## config.mk

```make
export PLATFORM = sky130hd
export DESIGN_NAME = thumb_decode_stage
export DESIGN_NICKNAME = d
export VERILOG_FILES = /design/src/rtl/thumb_decode_stage.sv
export SDC_FILE = /design/constraint.sdc
export NUM_CORES = 1
export LEC_CHECK = 0
export ABC_AREA = 1
export CORE_MARGIN = 5
export CORE_UTILIZATION = 45
export CTS_BUF_LIST = sky130_fd_sc_hd__clkbuf_4 sky130_fd_sc_hd__clkbuf_8 sky130_fd_sc_hd__clkbuf_16
export CTS_CLUSTER_SIZE = 30
export DETAILED_ROUTE_END_ITERATION = 16
export GPL_TIMING_DRIVEN = 0
export PLACE_DENSITY = 0.75
export SYNTH_ARGS = -nofsm -noshare
export SYNTH_HDL_FRONTEND = slang
export SYNTH_SLANG_ARGS = --single-unit
```

## constraint.sdc

```tcl
create_clock -name clk -period 3 [get_ports clk]
set_clock_uncertainty 0.1 [all_clocks]
set_input_delay 0.3 -clock clk [delete_from_list [all_inputs] [get_ports clk]]
set_output_delay 0.3 -clock clk [all_outputs]
set_load 0.01 [all_outputs]
```

## src/rtl/thumb_decode_stage.sv

```systemverilog
// Registered Thumb-16 decode stage: small halfword FIFO feeding a one-entry output
// register, with BL prefix/suffix pairing and synchronous flush.
module thumb_decode_stage #(
    parameter int DEPTH = 2,
    parameter int UOP_W = 5,
    parameter int NUM_W = 32,
    parameter int SEL_W = 4
) (
    input  logic             clk,
    input  logic             rst_n,
    input  logic             in_valid,
    output logic             in_ready,
    input  logic [15:0]      in_instr,
    input  logic             flush,
    output logic             out_valid,
    input  logic             out_ready,
    output logic [UOP_W-1:0] uop,
    output logic             num_to_rhs,
    output logic [NUM_W-1:0] num,
    output logic [SEL_W-1:0] sel_p0,
    output logic [SEL_W-1:0] sel_p1,
    output logic [SEL_W-1:0] sel_in,
    output logic             wr_en,
    output logic [3:0]       cond,
    output logic             explose
);
    localparam int PTR_W = (DEPTH > 1) ? $clog2(DEPTH) : 1;
    localparam int CNT_W = $clog2(DEPTH + 1);

    localparam logic [UOP_W-1:0] UOP_ADD   = UOP_W'(1);
    localparam logic [UOP_W-1:0] UOP_SUB   = UOP_W'(2);
    localparam logic [UOP_W-1:0] UOP_MOV   = UOP_W'(3);
    localparam logic [UOP_W-1:0] UOP_CMP   = UOP_W'(4);
    localparam logic [UOP_W-1:0] UOP_EOR   = UOP_W'(5);
    localparam logic [UOP_W-1:0] UOP_LSL   = UOP_W'(6);
    localparam logic [UOP_W-1:0] UOP_LDR   = UOP_W'(7);
    localparam logic [UOP_W-1:0] UOP_STR   = UOP_W'(8);
    localparam logic [UOP_W-1:0] UOP_B     = UOP_W'(9);
    localparam logic [UOP_W-1:0] UOP_BCOND = UOP_W'(10);
    localparam logic [UOP_W-1:0] UOP_BL    = UOP_W'(11);
    localparam logic [UOP_W-1:0] UOP_SVC   = UOP_W'(12);
    localparam logic [UOP_W-1:0] UOP_UNDEF = {UOP_W{1'b1}};

    typedef struct packed {
        logic [UOP_W-1:0] uop;
        logic             rhs;
        logic [NUM_W-1:0] num;
        logic [SEL_W-1:0] p0;
        logic [SEL_W-1:0] p1;
        logic [SEL_W-1:0] dst;
        logic             wr;
        logic [3:0]       cond;
        logic             explose;
    } dec_t;

    typedef enum logic {ST_NORMAL = 1'b0, ST_WAIT_SUFFIX = 1'b1} state_t;

    function automatic dec_t undef_uop();
        dec_t d;
        d         = '0;
        d.uop     = UOP_UNDEF;
        d.cond    = 4'hE;
        d.explose = 1'b1;
        return d;
    endfunction

    function automatic logic [PTR_W-1:0] ptr_inc(input logic [PTR_W-1:0] p);
        if (p == PTR_W'(DEPTH - 1)) return '0;
        else return p + PTR_W'(1);
    endfunction

    function automatic dec_t decode(input logic [15:0] i);
        dec_t d;
        d      = '0;
        d.cond = 4'hE;
        casez (i)
            16'b0001_10??_????_????: begin
                d.uop = i[9] ? UOP_SUB : UOP_ADD;
                d.p0  = SEL_W'(i[8:6]);
                d.p1  = SEL_W'(i[5:3]);
                d.dst = SEL_W'(i[2:0]);
                d.wr  = 1'b1;
            end
            16'b0001_11??_????_????: begin
                d.uop = i[9] ? UOP_SUB : UOP_ADD;
                d.num = NUM_W'(i[8:6]);
                d.rhs = 1'b1;
                d.p1  = SEL_W'(i[5:3]);
                d.dst = SEL_W'(i[2:0]);
                d.wr  = 1'b1;
            end
            16'b0000_0???_????_????: begin
                d.p1  = SEL_W'(i[5:3]);
                d.dst = SEL_W'(i[2:0]);
                d.wr  = 1'b1;
                if (i[10:6] == 5'd0) begin
                    d.uop = UOP_MOV;
                end else begin
                    d.uop = UOP_LSL;
                    d.num = NUM_W'(i[10:6]);
                    d.rhs = 1'b1;
                end
            end
            16'b001?_????_????_????: begin
                d.num = NUM_W'(i[7:0]);
                d.rhs = 1'b1;
                case (i[12:11])
                    2'd0: begin d.uop = UOP_MOV; d.dst = SEL_W'(i[10:8]); d.wr = 1'b1; end
                    2'd1: begin d.uop = UOP_CMP; d.p1 = SEL_W'(i[10:8]); end
                    2'd2: begin d.uop = UOP_ADD; d.p1 = SEL_W'(i[10:8]); d.dst = SEL_W'(i[10:8]); d.wr = 1'b1; end
                    default: begin d.uop = UOP_SUB; d.p1 = SEL_W'(i[10:8]); d.dst = SEL_W'(i[10:8]); d.wr = 1'b1; end
                endcase
            end
            16'b0100_0000_01??_????: begin
                d.uop = UOP_EOR;
                d.p0  = SEL_W'(i[5:3]);
                d.p1  = SEL_W'(i[2:0]);
                d.dst = SEL_W'(i[2:0]);
                d.wr  = 1'b1;
            end
            16'b0110_????_????_????: begin
                d.num = NUM_W'(i[10:6]) << 2;
                d.rhs = 1'b1;
                d.p1  = SEL_W'(i[5:3]);
                if (i[11]) begin
                    d.uop = UOP_LDR;
                    d.dst = SEL_W'(i[2:0]);
                    d.wr  = 1'b1;
                end else begin
                    d.uop = UOP_STR;
                    d.p0  = SEL_W'(i[2:0]);
                end
            end
            16'b1110_0???_????_????: begin
                d.uop = UOP_B;
                d.num = {{(NUM_W-11){i[10]}}, i[10:0]} << 1;
            end
            16'b1101_1111_????_????: begin
                d.uop = UOP_SVC;
                d.num = NUM_W'(i[7:0]);
            end
            16'b1101_????_????_????: begin
                // cond 14 (0xDExx) is the permanently-undefined slot, 15 is SVC above
                if (i[11:8] < 4'hE) begin
                    d.uop  = UOP_BCOND;
                    d.cond = i[11:8];
                    d.num  = {{(NUM_W-8){i[7]}}, i[7:0]} << 1;
                end else begin
                    d = undef_uop();
                end
            end
            default: d = undef_uop();
        endcase
        return d;
    endfunction

    logic [15:0]      mem_r [DEPTH];
    logic [PTR_W-1:0] rd_ptr_r, wr_ptr_r;
    logic [CNT_W-1:0] count_r;
    state_t           state_r, state_next_s;
    logic [NUM_W-1:0] hi_r;
    logic             out_valid_r;
    dec_t             out_r, load_val_s;
    logic [15:0]      head_s;
    logic             push_s, pop_s, load_s, latch_hi_s;

    assign in_ready = (count_r < CNT_W'(DEPTH));
    assign push_s   = in_valid & in_ready;
    assign head_s   = mem_r[rd_ptr_r];

    // Pop/load decision and BL pairing next-state.
    always_comb begin
        pop_s        = 1'b0;
        load_s       = 1'b0;
        latch_hi_s   = 1'b0;
        state_next_s = state_r;
        load_val_s   = decode(head_s);
        if ((count_r != CNT_W'(0)) && (!out_valid_r || out_ready)) begin
            case (state_r)
                ST_NORMAL: begin
                    pop_s = 1'b1;
                    if (head_s[15:11] == 5'b11110) begin
                        latch_hi_s   = 1'b1;
                        state_next_s = ST_WAIT_SUFFIX;
                    end else begin
                        load_s = 1'b1;
                    end
                end
                ST_WAIT_SUFFIX: begin
                    load_s       = 1'b1;
                    state_next_s = ST_NORMAL;
                    if (head_s[15:11] == 5'b11111) begin
                        pop_s              = 1'b1;
                        load_val_s         = '0;
                        load_val_s.uop     = UOP_BL;
                        load_val_s.num     = hi_r + (NUM_W'(head_s[10:0]) << 1);
                        load_val_s.dst     = SEL_W'(14);
                        load_val_s.wr      = 1'b1;
                        load_val_s.cond    = 4'hE;
                    end else begin
                        // unpaired prefix: head stays queued and decodes on its own next time
                        load_val_s = undef_uop();
                    end
                end
                default: state_next_s = ST_NORMAL;
            endcase
        end else begin
            state_next_s = state_r;
        end
    end

    // FIFO storage; data only, pointers carry validity.
    always_ff @(posedge clk) begin
        if (push_s && !flush) mem_r[wr_ptr_r] <= in_instr;
    end

    // Pointers, occupancy, BL state and output register.
    always_ff @(posedge clk or negedge rst_n) begin
        if (!rst_n) begin
            rd_ptr_r    <= '0;
            wr_ptr_r    <= '0;
            count_r     <= '0;
            state_r     <= ST_NORMAL;
            hi_r        <= '0;
            out_valid_r <= 1'b0;
            out_r       <= '0;
        end else if (flush) begin
            rd_ptr_r    <= '0;
            wr_ptr_r    <= '0;
            count_r     <= '0;
            state_r     <= ST_NORMAL;
            hi_r        <= '0;
            out_valid_r <= 1'b0;
            out_r       <= '0;
        end else begin
            state_r <= state_next_s;
            if (push_s) wr_ptr_r <= ptr_inc(wr_ptr_r);
            if (pop_s) rd_ptr_r <= ptr_inc(rd_ptr_r);
            count_r <= count_r + CNT_W'(push_s) - CNT_W'(pop_s);
            if (latch_hi_s) hi_r <= {{(NUM_W-11){head_s[10]}}, head_s[10:0]} << 12;
            if (load_s) begin
                out_valid_r <= 1'b1;
                out_r       <= load_val_s;
            end else if (out_ready) begin
                out_valid_r <= 1'b0;
            end
        end
    end

    assign out_valid  = out_valid_r;
    assign uop        = out_r.uop;
    assign num_to_rhs = out_r.rhs;
    assign num        = out_r.num;
    assign sel_p0     = out_r.p0;
    assign sel_p1     = out_r.p1;
    assign sel_in     = out_r.dst;
    assign wr_en      = out_r.wr;
    assign cond       = out_r.cond;
    assign explose    = out_r.explose;
endmodule

```

==> After elaboration in Yosys (flattened, before gate mapping) <==
Memory sizes are Yosys's and may differ from the RTL's.
Cells that the tools add are included.
{ "totals": {"word_cells": 111, "ramBits": 32, "out_inout_bits": 58, "regBits": 94, "in_bits": 21, "n_memories": 1} }
{ "classes": {"n_reduce_logical": 21, "bitwise_logic": 2, "n_addsub": 5, "magnitude_cmp": 2, "eq_ne": 12, "n_mux": 53} }
{ "mem_list": {"columns": ["name", "depth", "width", "rd", "rd_ports_with_merged_regs", "write_ports", "line_no", "text"], "rows": [
  ["mem_r", 2, 16, 1, 0, 1, "157", "logic [15:0] mem_r [DEPTH];"]
]} }
{ "op_table": {"columns": ["cell", "n"], "rows": [
  ["$mux W56", 5],
  ["$pmux W32 S6", 1],
  ["$mux W32", 4],
  ["$pmux W9 S4", 1],
  ["$pmux W5 S7", 1],
  ["$mux W33", 1],
  ["$add A32 B12 Y32", 1],
  ["$mux W1", 21],
  ["$mux W5", 4],
  ["$mux W4", 4],
  ["$eq A5 B5 Y1 const B", 3],
  ["$eq A6 B3 Y1 const B", 2],
  ["$pmux W4 S3", 1],
  ["$reduce_bool A2 Y1", 6],
  ["$eq A10 B9 Y1 const B", 1],
  ["$logic_not A5 Y1", 2],
  ["$mux W3", 3],
  ["$pmux W3 S3", 1],
  ["$eq A8 B8 Y1 const B", 1],
  ["$pmux W1 S2", 4],
  ["$reduce_or A8 Y1", 1],
  ["$reduce_or A2 Y1", 3],
  ["$reduce_or A3 Y1", 2],
  ["$eq A4 B3 Y1 const B", 1],
  ["17 further kinds", 21]
]} }

==> Logic depth before layout (Yosys ltp) <==
Gate-level depths: netlist (run 1).
An unclocked memory read counts as a cell.
{ "logic_depth": {"ltp_word": 9, "ltp_mapped": 17, "ltp_nobuf": 15} }

==> Worst setup path after synthesis (run 1) <==
No wires, ideal clock.
{ "synth_timing": {"path_kind": "reg2reg", "startpoint": "reg rd_ptr_r", "endpoint": "reg out_r (netlist bit num[15])", "setup_ps": 117, "period_less_slack_ps": 2146, "n_path_buf": 2, "arrival_ps": 1929, "path_stages_with_launch": 18, "setup_slack_ps": 854, "t_required_ps": 2783, "path_cell_list": "dfrtp_1 -> buf_6 -> inv_4 -> buf_8 -> nand2_1 -> nand2_1 -> ha_1 -> nand2_2 -> nor2_2 -> inv_2 -> nand2_1 -> inv_2 -> nand3_2 -> nand2_1 -> nand2_1 -> nand2_1 -> nand3_1 -> nand2_1"} }
{ "synth_between": {"elab_chain_len": 9, "elab_cells_between_ends": 28, "classes_between": "add/sub: 1; order compare: 1; eq/ne: 10; mux: 11; reduce/logical: 4; memory: 1"} }
{ "synth_lines": {"columns": ["item", "line_no", "text"], "rows": [
  ["start: declaration", "158", "logic [PTR_W-1:0] rd_ptr_r, wr_ptr_r;"],
  ["start signal: assignment", "238", "if (pop_s) rd_ptr_r <= ptr_inc(rd_ptr_r);"],
  ["$mem_v2 Z2 W16 *", null, null],
  ["branches (longest 8 deep; another with $add A32 B12 Y32)", null, null],
  ["end signal: assignment", "243", "out_r <= load_val_s;"],
  ["end: declaration", "163", "dec_t out_r, load_val_s;"]
]} }
Every way passes the cells marked *. The select of a mux whose other input is x is not followed.
A chain may end at the register's enable or synchronous reset.

==> Worst setup path in the final report (run 1) <==
{ "layout_timing": {"startpoint": "reg rd_ptr_r", "endpoint": "reg out_r (netlist bit num[18])"} }
Same word-level chain as after synthesis.

==> results of run 1 <==
==> critical path, cell delays in order, from the launching register on <==
cell and delay, ns:
dfrtp_1 0.39, buf_6 0.14, inv_4 0.06, buf_8 0.13, nand2_1 0.06, nand2_2 0.16, ha_1 0.33, nand2_2 0.09
nor2_2 0.29, inv_2 0.07, nand2_1 0.11, inv_2 0.05, nand3_2 0.11, nand2_1 0.09, nand2_1 0.06, nand2_1 0.10
nand3_1 0.09, nand2_1 0.05
==> how the worst min path moves through the flow <==
| stage | start | endpoint | cells past startpoint |
|---|---|---|---|
| final | sel_in[3] | sel_in[3] | 2 |
| after detailed placement | rst_n | num[18] | 1 |
| after CTS | sel_in[3] | sel_in[3] | 2 |
| after floorplan | rst_n | cond[0] | 0 |
| after global routing | in_instr[1] | mem_r[0][1] | 1 |
| after global placement | sel_in[3] | sel_in[3] | 2 |
==> stage by stage <==
| stage | setup slack [ns] | instance area, µm² | hold slack, ns |
|---|---|---|---|
| after floorplan | 0.854 | 4770 | -0.0956 |
| final | 0.416 | 5940 | 0.373 |
| after global routing | 0.137 | 5940 | 0.382 |
| after CTS | 0.439 | 5940 | 0.379 |
| after global placement | -0.347 | 5700 | 0.359 |
| after detailed placement | 0.370 | 5710 | 0.292 |
==> power by group through the flow <==
stage               clock (mW)  combinational (mW)  sequential [mW]
floorplan                    0                1.24             1.68
global placement             0                2.05             1.63
detailed placement           0                2.07             1.64
CTS                      0.933                2.08             1.61
global route             0.980                2.28             1.63
finish                   0.913                2.08             1.61
==> kinds of logic (layout without fill, tap and decap cells) <==
group / Yosys count / count (layout) / share of synthesized area
muxes: 1 / 1 / 0.00236
DFF: 93 / 93 / 0.522
buffers and inverters: 88 / 182 / 0.0888
AOI/OAI and AO/OA: 84 / 84 / 0.109
adders and majority gates: 7 / 7 / 0.0184
xor gates and xnor gates: 2 / 2 / 0.00368
and+or+nand+nor: 255 / 255 / 0.255
other: 1 / 2 / 0.000787
==> what timing repair did <==
action                                  CTS  global route
hold endpoints to repair                 31             0
hold buffers                              1             0
endpoints found under the setup margin    0             0
==> registers in the layout, indices dropped and copies added, names as in the netlist, 2 cells and up <==
name and cells:
mem_r 32, num 23, hi_r 11, uop 5
cond 4, sel_in 4, sel_p0 3, sel_p1 3
count_r 2
==> layout by cell type (no fill, tap or decap), types with 14 or more instances in the layout <==
master,instances
nand3_1,27
nor2_1,23
edfxtp_1,32
o21ai_0,16
dfrtp_1,61
nand2_1,156
clkdlybuf4s50_1,75
inv_1,52
a22oi_1,14
o22ai_1,21
==> cell type report <==
type,count,share of cell area
tap,136,0.0286
buffer,24,0.0303
timing repair buffer,78,0.132
multi-input combinational,351,0.312
sequential,93,0.419
clock inverter,6,0.0147
inverter,64,0.0409
clock buffer,10,0.0221
==> routing by layer <==
layer / vias to the layer above / wire length [µm] / track usage
li1: 1925 / - / -
met1: 1826 / 5370 / 0.255
met2: 121 / 5950 / 0.325
met3: 12 / 736 / 0.0412
met4: 0 / 144 / 0.0665
met5: - / 0 / 0
==> results by group, run 1 <==
Status
  – Status: complete, no violations

Layout
  – Multi-input gate area: 1860 µm²
  – Non-filler instance count after layout: 762
  – Area Overhead vs Synth: 24.7%
  – Ant. Diodes: 0
  – Final net count: about 650
  – Final core occ: 0.576
  – Share of cells above drive strength 1: 0.158
  – FF+latch area: 2490 µm²
  – Filler cells: 952

Synth
  – Synth Register Bits: 93
  – Asr flop ratio synth: 0.656
  – Distinct cells, synth: 40
  – Post-synth top cells: nand2_1, dfrtp_1, inv_1
  – Seq/Total Area, Yosys: 0.522
  – Most common flop cell mapped by yosys: dfrtp_1
  – Area leader, netlist: dfrtp_1
  – Yosys top cell area share: 0.320
  – Post-synthesis cell area: 4760 µm²
  – Most frequent cell after synthesis: nand2_1
  – Area contributors post-synth: dfrtp_1, edfxtp_1, nand2_1
  – Syn avg cell area: approximately 9 µm²
  – Number of enable flip-flop cells after synthesis: 32
  – Post-synthesis cell count: roughly 530
  – Ys Warns: 0

Power
  – Internal: 2.76 mW
  – Clock power share: 0.198
  – Pwr Density: ~770 nW/µm²
  – Switch share: 0.400
  – Comb power frac: 0.452
  – Total power: 4.60 mW
  – Share of power burned in registers: 0.350
  – P_sw: 1.84 mW
  – Leak: 2.82 nW
  – VDD IR-drop max: around 0.00037 V

Critical path
  – Reg2Reg Depth: 17
  – Crit path capture type: flip-flop
  – RR Endpoint: num[18]
  – Worst Setup Start Kind: flip-flop
  – WP data arrival: between 2 and 3 ns
  – Crit path from: rd_ptr_r
  – Setup crit end: num[18]
  – CP Data Required Time: 3.17 ns
  – Reg2Reg Setup Slack: 0.42 ns
  – Critical Path Fanout Max: 10
  – Worst Path Class, Setup: flip-flop to flip-flop
  – Reg-to-Reg Start: rd_ptr_r

Clock network
  – CTS tree: yes
  – Skew-Pair Late Insertion Delay: 0.37 ns
  – Clk buf depth: 2
  – Num CTS Buffers: 9
  – Post_cts resized: 0
  – Root buf cell: clkbuf_8
  – Clock Sinks: 93
  – Setup bufs post-CTS: 0
  – H-tree depth: 3
  – Clock Pin Slew Worst Setup and Hold Paths: roughly 0.090 ns

Global route
  – Total Routing Usage GR: 0.196
  – Vias in the first global route: 3,866
  – Largest net degree at the start of global routing: 33
  – Global-route wire length before repair: 19,600 µm
  – Antenna violations before repair: 0
  – GRT overflow: 0

Floorplan
  – Ports: slightly below 80
  – Core ar.: 10,300 µm²
  – Starting Density: 0.461
  – Die Ht: about 110 µm
  – # rows: 37
  – Die Wd: between 100 and 150 µm
  – Die ar.: 12,700 µm²

Detailed routing
  – DR pass1 iterations: 5
  – Via count: between 3k and 4k
  – DRT iter0 DRCs: 218
  – Vias per cell: between 5 and 6
  – Post-route ant nets: 0
  – Residual DRC count: 0
  – Routed wire length: 12,200 µm
  – Drt wl/cell: 16.0 µm

Placed design
  – Detailed placement HPWL: 9500 µm
  – Placed Cells: roughly 750
  – IO Port Bufs: 76
  – GPL Wtd Cong: roughly 0.94

STA
  – Final hold vios: 0
  – RSZ-0062 raised after global routing: false
  – Setup-failing EPs final: 0
  – Slew margin rel.: 0.140
  – Post-route minimum period: 2.58 ns
  – Worst slew pin tran: roughly 1.3 ns
  – Crit share post-route: 0.861
  – Final Max Tran Viols: 0
  – Maximum clock frequency: 387 MHz
  – Fin Setup TNS: 0 ns

Job
  – Max-cap violations: 0

Hold path
  – Worst Hold Class: flip-flop to flip-flop
Power figures use the tool's default switching activity.
==> run 2: changes to the inputs <==
- CORE_MARGIN: 5 -> 8
- SLEW_MARGIN: default -> 20
==> results by group, run 2 (same netlist as run 1, synthesis figures left out) <==
STA
  – Final hold vios: 0 (unchanged)
  – Final Max Tran Viols: 0 (unchanged)
  – Slew margin rel.: 0.332 (was 0.140)
  – Maximum clock frequency: 384 MHz (was 387 MHz)
  – Worst slew pin tran: 0.992 ns (was 1.29 ns)
  – RSZ-0062 raised after global routing: false (unchanged)
  – Post-route minimum period: 2.60 ns (was 2.58 ns)
  – Crit share post-route: 0.868 (was 0.861)
  – Setup-failing EPs final: 0 (unchanged)
  – Hold WS: 0.301 ns (was 0.373 ns)

Clock network
  – Root buf cell: clkbuf_8 (unchanged)
  – Post_cts resized: 0 (unchanged)
  – CTS tree: yes (unchanged)
  – Clk buf depth: 2 (unchanged)
  – Num CTS Buffers: 9 (unchanged)
  – Clock Pin Slew Worst Setup and Hold Paths: 0.09 ns (about the same)
  – Setup bufs post-CTS: 0 (unchanged)
  – Skew-Pair Late Insertion Delay: 0.37 ns (about the same)
  – Clock Sinks: 93 (unchanged)
  – H-tree depth: 3 (unchanged)

Critical path
  – Worst Setup Start Kind: flip-flop (unchanged)
  – WP data arrival: 2.81 ns (was 2.75 ns)
  – Critical Path Fanout Max: 10 (unchanged)
  – RR Endpoint: num[3] (was num[18])
  – Reg2Reg Setup Slack: 0.40 ns (was 0.42 ns)
  – Reg-to-Reg Start: rd_ptr_r (unchanged)
  – Worst Path Class, Setup: flip-flop to flip-flop (unchanged)
  – Reg2Reg Depth: 16 (was 17)
  – CP Data Required Time: 3.21 ns (was 3.17 ns)
  – Crit path capture type: flip-flop (unchanged)

Placed design
  – IO Port Bufs: 76 (unchanged)
  – Post-DP Area: 5720 µm² (was 5710 µm²)
  – Detailed placement HPWL: 9940 µm (was 9500 µm)
  – GPL Wtd Cong: 0.950 (was 0.938)

Detailed routing
  – DR pass1 iterations: 5 (unchanged)
  – WL met3: 778 µm (was 736 µm)
  – Drt wl/cell: 16.6 µm (was 16.0 µm)
  – Post-route ant nets: 0 (unchanged)
  – Top routing layer used: met4 (unchanged)
  – Wl on met1: 5400 µm (was 5370 µm)
  – Vias per cell: 5.10 (about the same)
  – Via count: 3,889 (was 3,884)
  – Met2 wire len: 6280 µm (was 5950 µm)
  – Residual DRC count: 0 (unchanged)
  – DRT iter0 DRCs: 217 (was 218)
  – Routed wire length: 12,700 µm (was 12,200 µm)

Power
  – Pwr Density: 758 nW/µm² (was 774 nW/µm²)
  – VDD IR-drop max: 0.000373 V (was 0.000374 V)
  – Leak: 2.80 nW (was 2.82 nW)

Global route
  – Antenna violations before repair: 0 (unchanged)
  – Vias in the first global route: 4,090 (was 3,866)
  – Total Routing Usage GR: 0.190 (was 0.196)
  – GRT overflow: 0 (unchanged)
  – Global-route wire length before repair: 21,400 µm (was 19,600 µm)
  – Largest net degree at the start of global routing: 34 (was 33)

Layout
  – Most common cell after layout, fill and taps aside: nand2_1 (unchanged)
  – Share of cells above drive strength 1: 0.161 (was 0.158)
  – Fin area: 5910 µm² (was 5940 µm²)
  – Ant. Diodes: 0 (unchanged)
  – FF+latch area: 2490 µm² (unchanged)
  – Area Overhead vs Synth: 24.1% (was 24.7%)
  – Final net count: 649 (unchanged)
  – Most flops, register: mem_r (unchanged)
  – Max reg flops: 32 (unchanged)
  – Multi-input gate area: 1860 µm² (about the same)
  – Most frequent cells in the layout: nand2_1, clkdlybuf4s50_1, dfrtp_1 (unchanged)
  – Filler cells: 922 (was 952)

Floorplan
  – Die Wd: 119 µm (was 113 µm)
  – # rows: 37 (unchanged)
  – Die Ht: 119 µm (was 113 µm)
  – Core ar.: 10,300 µm² (unchanged)
  – Ports: 79 (unchanged)
  – Die ar.: 14,100 µm² (was 12,700 µm²)
  – Starting Density: 0.461 (unchanged)

Job
  – Max-cap violations: 0 (unchanged)

Status
  – Status: complete, no violations (unchanged)

Hold path
  – Worst Hold Class: primary input to async pin (was flip-flop to flip-flop)
run 2: critical path, stage by stage (launching register included):
cell and delay, ns:
dfrtp_1 0.39, buf_6 0.14, inv_4 0.06, buf_8 0.12, nand2_1 0.06, nand2_1 0.18, ha_1 0.33, nand2_2 0.08
nor2_2 0.32, inv_2 0.06, nand2_1 0.10, inv_2 0.05, nand3_2 0.11, nand2_1 0.10, inv_2 0.15, o21ai_1 0.10
nand3_1 0.09
run 2: what timing repair did:
item	CTS	global route
hold buffers	1	0
endpoints found under the hold margin	28	0
setup endpoints to repair	0	0
run 2: worst max-delay path by stage:
stage	from	to	slack (ns)	depth (start not counted)
floorplan	rd_ptr_r	num[15]	0.85	17
global placement	rst_n	wr_ptr_r	-0.37	1
detailed placement	rd_ptr_r	num[15]	0.43	17
CTS	rd_ptr_r	num[3]	0.40	16
global route	rd_ptr_r	num[19]	0.21	17
finish	rd_ptr_r	num[3]	0.40	16
run 2: power breakdown:
group / switching, mW / internal, mW / total [mW]
Clock: 0.438 / 0.334 / 0.772
Combinational: 1.31 / 0.784 / 2.10
Sequential: 0.109 / 1.50 / 1.61
run 2: through the flow:
| stage | util | std cells | TNS, ns | worst slack (ns) | power, mW |
|---|---|---|---|---|---|
| after floorplan | - | 532 | 0 | 0.854 | 2.91 |
| after global placement | 0.552 | 744 | -22.31 | -0.371 | 3.69 |
| after detailed placement | 0.554 | 745 | 0 | 0.427 | 3.73 |
| after CTS | 0.572 | 762 | 0 | 0.404 | 4.51 |
| after global routing | 0.572 | 762 | 0 | 0.214 | 4.81 |
| final | 0.572 | 762 | 0 | 0.397 | 4.48 |
run 2: final cells by class:
cell class                      count  share of cell area
Buffer                             24              0.0305
Clock buffer                       11              0.0246
Clock inverter                      5             0.00572
Multi-Input combinational cell    351               0.315
Sequential cell                    93               0.421
Inverter                           64              0.0411
Tap cell                          136              0.0288
Timing Repair Buffer               78               0.133
run 2: routing by layer:
| layer | GRT usage | vias up |
|---|---|---|
| met2 | 0.327 | 105 |
| met3 | 0.0444 | 18 |
| met1 | 0.229 | 1850 |
| met5 | 0 | - |
| met4 | 0.0625 | 0 |
| li1 | - | 1916 |
